**src/rtl/mod_mul_pkg.sv**
```systemverilog
// Shared definitions for the iterative modular multiplier.
//   state_t : controller states (IDLE / RUN / DONE)
//   clog2   : bit-counter width for a given operand width (never below 1)
package mod_mul_pkg;

  typedef enum logic [1:0] {
    IDLE = 2'd0,
    RUN  = 2'd1,
    DONE = 2'd2
  } state_t;

  function automatic int clog2(input int n);
    int w;
    w = 1;
    while ((1 << w) < n) w++;
    return w;
  endfunction

endpackage

```
**src/rtl/mod_mul_step.sv**
```systemverilog
// One MSB-first double-and-add step of an interleaved modular multiply.
//   r      : current accumulator (r < m), length+1 bits
//   a, m   : multiplicand and modulus
//   b_bit  : current multiplier bit
//   r_next : ((2r mod m) + b_bit*a) mod m, length+1 bits
// Because r < m and a < m, each intermediate stays below 2m, so a single
// conditional subtraction per stage is enough and length+1 bits never overflow.
module mod_mul_step #(
  parameter int length = 16
) (
  input  logic [length:0]   r,
  input  logic [length-1:0] a,
  input  logic [length-1:0] m,
  input  logic              b_bit,
  output logic [length:0]   r_next
);

  logic [length:0] m_ext;
  logic [length:0] t_dbl;
  logic [length:0] t_red;
  logic [length:0] t_add;

  always_comb begin
    m_ext  = {1'b0, m};
    t_dbl  = r << 1;
    t_red  = (t_dbl >= m_ext) ? (t_dbl - m_ext) : t_dbl;
    t_add  = b_bit ? (t_red + {1'b0, a}) : t_red;
    r_next = (t_add >= m_ext) ? (t_add - m_ext) : t_add;
  end

endmodule

```
**src/rtl/mod_multiplier.sv**
```systemverilog
// Iterative modular multiplier c = (a * b) mod m, one multiplier bit per clock,
// with valid/ready handshakes on input and output.
//   clk, rst_n          : clock, synchronous active-low reset
//   in_valid, in_ready  : operand handshake (accepted only in IDLE)
//   a, b, m             : multiplicand (< m), multiplier, modulus (>= 1)
//   out_valid, out_ready: result handshake, result held under back-pressure
//   c, err              : result, and flag for an illegal operand set (c = 0)
//
// state | meaning
// IDLE  | waiting for operands, in_ready high
// RUN   | one reduction step per clock, MSB of b first
// DONE  | result held until consumed, out_valid high
module mod_multiplier
  import mod_mul_pkg::*;
#(
  parameter int length = 16
) (
  input  logic              clk,
  input  logic              rst_n,
  input  logic              in_valid,
  output logic              in_ready,
  input  logic [length-1:0] a,
  input  logic [length-1:0] b,
  input  logic [length-1:0] m,
  output logic              out_valid,
  input  logic              out_ready,
  output logic [length-1:0] c,
  output logic              err
);

  localparam int CW = clog2(length);

  state_t            state;
  logic [length-1:0] a_q;
  logic [length-1:0] b_q;
  logic [length-1:0] m_q;
  logic [length:0]   r_q;
  logic [length:0]   r_next;
  logic [CW-1:0]     cnt;
  logic              out_valid_q;

  assign in_ready  = (state == IDLE);
  assign out_valid = out_valid_q;

  mod_mul_step #(.length(length)) u_step (
    .r      (r_q),
    .a      (a_q),
    .m      (m_q),
    .b_bit  (b_q[cnt]),
    .r_next (r_next)
  );

  always_ff @(posedge clk) begin
    if (!rst_n) begin
      state       <= IDLE;
      a_q         <= '0;
      b_q         <= '0;
      m_q         <= '0;
      r_q         <= '0;
      cnt         <= '0;
      c           <= '0;
      err         <= 1'b0;
      out_valid_q <= 1'b0;
    end else begin
      case (state)
        IDLE: begin
          if (in_valid) begin
            a_q <= a;
            b_q <= b;
            m_q <= m;
            r_q <= '0;
            cnt <= CW'(length - 1);
            c   <= '0;
            if (m == '0 || a >= m) begin
              err   <= 1'b1;
              state <= DONE;
            end else begin
              err   <= 1'b0;
              state <= RUN;
            end
          end
        end
        RUN: begin
          r_q <= r_next;
          if (cnt == '0) begin
            c           <= r_next[length-1:0];
            err         <= 1'b0;
            out_valid_q <= 1'b1;
            state       <= DONE;
          end else begin
            cnt <= cnt - CW'(1);
          end
        end
        DONE: begin
          // An illegal set enters DONE directly from IDLE; out_valid follows
          // one edge later so the error path still has a one-cycle latency.
          if (!out_valid_q) begin
            out_valid_q <= 1'b1;
          end else if (out_ready) begin
            out_valid_q <= 1'b0;
            state       <= IDLE;
          end
        end
        default: state <= IDLE;
      endcase
    end
  end

endmodule

```
**config.mk**
```make
export PLATFORM = sky130hd
export DESIGN_NAME = mod_multiplier
export DESIGN_NICKNAME = d
export VERILOG_FILES = /design/src/rtl/mod_mul_pkg.sv /design/src/rtl/mod_mul_step.sv /design/src/rtl/mod_multiplier.sv
export SDC_FILE = /design/constraint.sdc
export NUM_CORES = 1
export LEC_CHECK = 0
export CAP_MARGIN = 20
export CORE_ASPECT_RATIO = 2
export CORE_MARGIN = 8
export CORE_UTILIZATION = 29
export CTS_CLUSTER_SIZE = 12
export DETAILED_ROUTE_END_ITERATION = 8
export GPL_ROUTABILITY_DRIVEN = 0
export HOLD_SLACK_MARGIN = 0.06
export PLACE_DENSITY = 0.53
export SETUP_SLACK_MARGIN = 0.3
export SLEW_MARGIN = 20
export SYNTH_ARGS = -nofsm -noshare
export SYNTH_HDL_FRONTEND = slang
export SYNTH_SLANG_ARGS = --single-unit
```
**constraint.sdc**
```tcl
create_clock -name clk -period 8.6 [get_ports clk]
set_input_delay 0.86 -clock clk [delete_from_list [all_inputs] [get_ports clk]]
set_output_delay 0.86 -clock clk [all_outputs]
set_load 0.01 [all_outputs]
```
# --- Yosys cells after proc, flatten, opt, wreduce, memory -nomap -nowiden ---
# Index checks and enable logic that the tools add are counted.
classes:
  magnitude_cmp: 4
  reduce_logical: 12
  mux: 27
  addsub: 4
  n_eq_ne: 7
op_table:
  columns: ["operator", "n"]
  rows:
  - ["$mux W16", 4]
  - ["$pmux W16 S2", 2]
  - ["$ge A17 B16 Y1", 2]
  - ["$mux W17", 2]
  - ["$add A17 B16 Y17", 1]
  - ["$sub A17 B16 Y17", 1]
  - ["$ge A16 B16 Y1", 1]
  - ["$logic_not A16 Y1", 1]
  - ["$sub A16 B16 Y16", 1]
  - ["$mux W2", 5]
  - ["$ne A2 B2 Y1 const B", 5]
  - ["$mux W4", 2]
  - ["$pmux W4 S2", 1]
  - ["$mux W1", 7]
  - ["$pmux W2 S3", 1]
  - ["$reduce_and A2 Y1", 3]
  - ["$reduce_and A3 Y1", 2]
  - ["$lt A4 B5 Y1 const B", 1]
  - ["$bmux W1 S4", 1]
  - ["$logic_not A4 Y1", 1]
  - ["$pmux W1 S2", 2]
  - ["$reduce_and A4 Y1", 1]
  - ["$reduce_bool A2 Y1", 2]
  - ["$sub A4 B1 Y4 const B", 1]
  - ["other kinds (4)", 4]
totals:
  out_inout_bits: 19
  input_bits: 52
  regBits: 88

# --- Logic depth before layout (Yosys ltp) ---
depth:
  ltp_word: 8
  mapped_depth: 32

# --- By module ---
# A second synthesis with hierarchy kept.
hier_totals:
  hier_cells: 836
  hier_area_um2: 6690.2
modules_own_cells:
  columns: ["mod", "cells_each", "n_inst", "area_per_inst_um2", "seq_area_each_um2"]
  rows:
  - ["mod_multiplier", 453, 1, 3762.4, 1781.7]
  - ["mod_mul_step", 383, 1, 2927.8, 0.0]

# --- Worst setup path after synthesis ---
# OpenSTA, ideal clock, no wires.
synth_path:
  path_type: "reg2reg"
  from: "reg m_q[13]"
  to: "reg c[13]"
  synth_period_minus_slack_ns: 6.251
  setup_ns: 0.117
  t_arrival_ns: 6.135
  path_stages_with_launch: 29
  setup_slack_ns: 2.349
  path_buffers: 3
  path_cell_list: "dfxtp_1 -> inv_1 -> ha_1 -> clkbuf_1 -> nand2_1 -> nor2_1 -> nand3_1 -> and3_1 -> buf_2 -> nand2_1 -> buf_2 -> mux2_2 -> ha_1 -> a2111o_1 -> o21a_1 -> nor2_1 -> o21ai_0 -> xor2_1 -> mux2_2 -> ha_1 -> a21o_1 -> a21oi_1 -> nor2b_1 -> nor4_1 -> a211oi_1 -> nor4_2 -> o21ai_4 -> mux2_4 -> a22o_1"
synth_between:
  elab_chain_len: 8
  word_cells_on_any_way: 10
synth_lines:
  columns: ["element", "line", "rtl"]
  rows:
  - ["start: declaration", "mod_multiplier.sv:36", "logic [length-1:0] m_q;"]
  - ["start signal: assignment", "mod_multiplier.sv:70", "m_q <= m;"]
  - ["$sub A17 B16 Y17 / $ge A17 B16 Y1 (equally long branches)", "mod_mul_step.sv:26", "t_red = (t_dbl >= m_ext) ? (t_dbl - m_ext) : t_dbl;"]
  - ["$mux W17", "mod_mul_step.sv:26", null]
  - ["$add A17 B16 Y17", "mod_mul_step.sv:27", "t_add = b_bit ? (t_red + {1'b0, a}) : t_red;"]
  - ["$mux W17", "mod_mul_step.sv:27", null]
  - ["$sub A16 B16 Y16 / $ge A17 B16 Y1 (equally long branches)", "mod_mul_step.sv:28", "r_next = (t_add >= m_ext) ? (t_add - m_ext) : t_add;"]
  - ["$mux W16 (*)", "mod_mul_step.sv:28", null]
  - ["$mux W16 (*)", "mod_multiplier.sv:85", "if (cnt == '0) begin"]
  - ["$pmux W16 S2 (*)", "mod_multiplier.sv:65", "case (state)"]
  - ["end signal: assignment", "mod_multiplier.sv:86", "c <= r_next[length-1:0];"]
  - ["end: declaration", "mod_multiplier.sv:27", "output logic [length-1:0] c,"]
# Mark *: on every way between the ends. The rest lies on a longest branch, timed or not. The select of a mux whose other input is x is not followed.
# A chain may end at the register's enable or synchronous reset.

# --- Worst setup path after layout ---
layout_path:
  from: "reg m_q[4]"
  to: "reg c[7]"
# The elaborated chain is that of the path after synthesis.

==> results.cfg <==
[outcome]
status = completed

[yosys]
syn_inst = 819
synth.most_common_cell = nand2_1
ys_top_cells_by_area = dfxtp_1 (27%), ha_1 (13%), nand2_1 (8.9%)
postSynthAreaPerCell_um2 = 7.87
yosys.cell_types.count = 62
synth_edf_count = 0
yosysWarnings = 0
async_flop_share_pct = 0
ys_ff_latch = 88
yosys.area.top_type = dfxtp_1
synth_seq_area_share_pct = 27.3
netlist_area_um2 = 6450
syn_nets = 939
synth_flop_cell = dfxtp_1
synth_top_area_share_pct = 27.3
synthTopCellsByCount = nand2_1 (152), a21oi_1 (93), dfxtp_1 (88)

[cts]
path_clk_slew_ns = 0.07
post-cts-setup-buffers = 0
hold_buffers = 0
insertion_delay_ns = 0.35
cts_buffers = 9
root_buffer = clkbuf_16
htree_num_levels = 3
cts_buffer_depth = 2
cts_tree = yes
cts_resized = 0
numClockSinks = 88

[critical_path]
end_kind = register
crit_type = reg2reg
crit_fanout = 16
cpMaxStageDelayCell = nand2_1
crit_top_cell = ha_1
cp_slowest_stage_delay_ns = 0.48
startpoint_type = register
required_ns = 8.84
arrival_ns = 7.39

[grt]
grt_max_degree = 59
gr-usage-all-layers_pct = 16.0
grt_pass1_wl_um = 33100
first_global_vias = 6120
grt-ovfl-total = 0
antenna_found_initial = 0

[drt]
dr.pass1.iters = 4
final_antenna_net_count = 0
vias = 6027
drt_wl_total_um = 21600
vias_per_cell = 5.23
drt_iter0_markers = 171
avgRoutedWirePerCell_um = 18.7
drc = 0

[timing]
slew_headroom_pct = 33.5
hold_violations = 0
fin_skew_ns = 0.00870
finalCriticalPeriod_ns = 7.15
drv_slew = 0
finalSetupViolCount = 0
whs_ns = 0.448
max_freq_mhz = 140
grt_setup_unrepaired = false
worst_pin_slew_ns = 0.989
fin_crit_sh_pct = 83.1
setup_tns_ns = 0

[flow_run]
drv_cap = 0

[placement]
portBuffers = 70
hpwl_um = 17400

[finish]
drive_above_1_share_pct = 6.96
diodes = 0
syn2layout_area_growth_pct = 19.1
nets = 993

[floorplan]
row_count = 77
core_um2 = 22000
initial_utilization_pct = 29.3
die_x_um = 121
io_pins = 71
die-area_um2 = 27500
dieHeight_um = 227

[power]
peakVddDrop_mv = 0.209
p_leak_nw = 3.25
power_density_nw_per_um2 = 448

[worst_hold_path]
hold_class = reg2reg
-- flip-flops by register name, indices dropped and copies added (netlist names) --
name       count
a_q           16
b_q           16
c             16
cnt            4
err            1
m_q           16
out_valid      1
r_q           16
state          2
-- worst max-delay path, delay by kind of cell (launching register included) --
family                     cells  cell delay, ns
DFF                            1            0.33
AOI/OAI and AO/OA             11            2.73
adders and majority gates      3            1.07
xor gates and xnor gates       1            0.16
muxes                          3            1.10
and+or+nand+nor                6            1.60
buffers and inverters          1            0.06
-- kinds of logic after synthesis --
kind of cell / synth area share, %
buffers and inverters: 5.22
flip-flops: 27.3
AND/OR/NAND/NOR: 18.8
adder cells (fa/ha/maj): 13.5
multiplexers: 8.00
AO/OA/AOI/OAI: 22.8
XOR/XNOR: 4.35
-- metrics by stage --
| stage | setup WS [ns] | std cells | util (%) | power [mW] | cell area (um2) |
|---|---|---|---|---|---|
| after detailed placement | 1.53 | 1138 | 33.7 | 3.07 | 7400 |
| after floorplan | 2.35 | 819 | - | 2.42 | 6450 |
| after global placement | 1.70 | 1137 | 33.6 | 3.06 | 7390 |
| after CTS | 1.47 | 1152 | 34.9 | 3.47 | 7680 |
| after global routing | 0.802 | 1152 | 34.9 | 3.75 | 7680 |
| final | 1.45 | 1152 | 34.9 | 3.44 | 7680 |
-- path summary, 6_finish.rpt --
| path | depth (start not counted) | to | slack, ns | from |
|---|---|---|---|---|
| worst max-delay path | 25 | c[7] | 1.45 | m_q[4] |
| worst min-delay path | 2 | c[12] | 0.45 | c[12] |
| worst max register to register | 25 | c[7] | 1.45 | m_q[4] |
| worst min register to register | 2 | c[12] | 0.45 | c[12] |
-- where the power goes --
group / internal (mW) / switching [mW] / leakage, nW
clock: 0.221 / 0.166 / 0.134
sequential: 0.461 / 0.0511 / 0.719
combinational: 1.06 / 1.48 / 2.40
-- per-layer routing --
| layer | vias up | part of all wire [%] | global-route usage [%] |
|---|---|---|---|
| met1 | 2812 | 32 | 13.7 |
| met5 | - | 0 | 0 |
| met2 | 142 | 59 | 32.4 |
| met3 | 63 | 2.1 | 1.67 |
| li1 | 3010 | - | - |
| met4 | 0 | 6.7 | 11.6 |
-- cell type report --
| cell class | count | area [um2] |
|---|---|---|
| clock inverters | 4 | 47.5 |
| clock buffers | 10 | 229 |
| fillers | 2409 | 14300 |
| well taps | 276 | 345 |
| repair buffers | 75 | 738 |
| multi-input cells | 646 | 4360 |
| inverters | 53 | 199 |
| flip-flops and latches | 88 | 1760 |
-- placed cells by master (no fill, tap or decap), types with 5 or more instances in the layout --
cell type        instances
nand4_1                  9
a21oi_1                 93
mux2_2                  20
a21o_1                  21
o21a_1                   9
and3_1                   7
xnor2_1                 22
o31ai_1                  8
a211oi_1                 8
nor2_1                  34
nor3_1                   9
nor4_1                   7
o211ai_1                 8
dfxtp_1                 88
nand2b_1                 7
o21ai_1                 13
buf_4                    5
mux2i_1                 16
o21ai_0                 33
nand3_1                 19
clkdlybuf4s50_1         70
xor2_1                  10
nand2_1                152
a22o_1                   8
clkbuf_16                9
ha_1                    65
inv_1                   53
and2_1                   6
(Power assumes the default switching activity.)
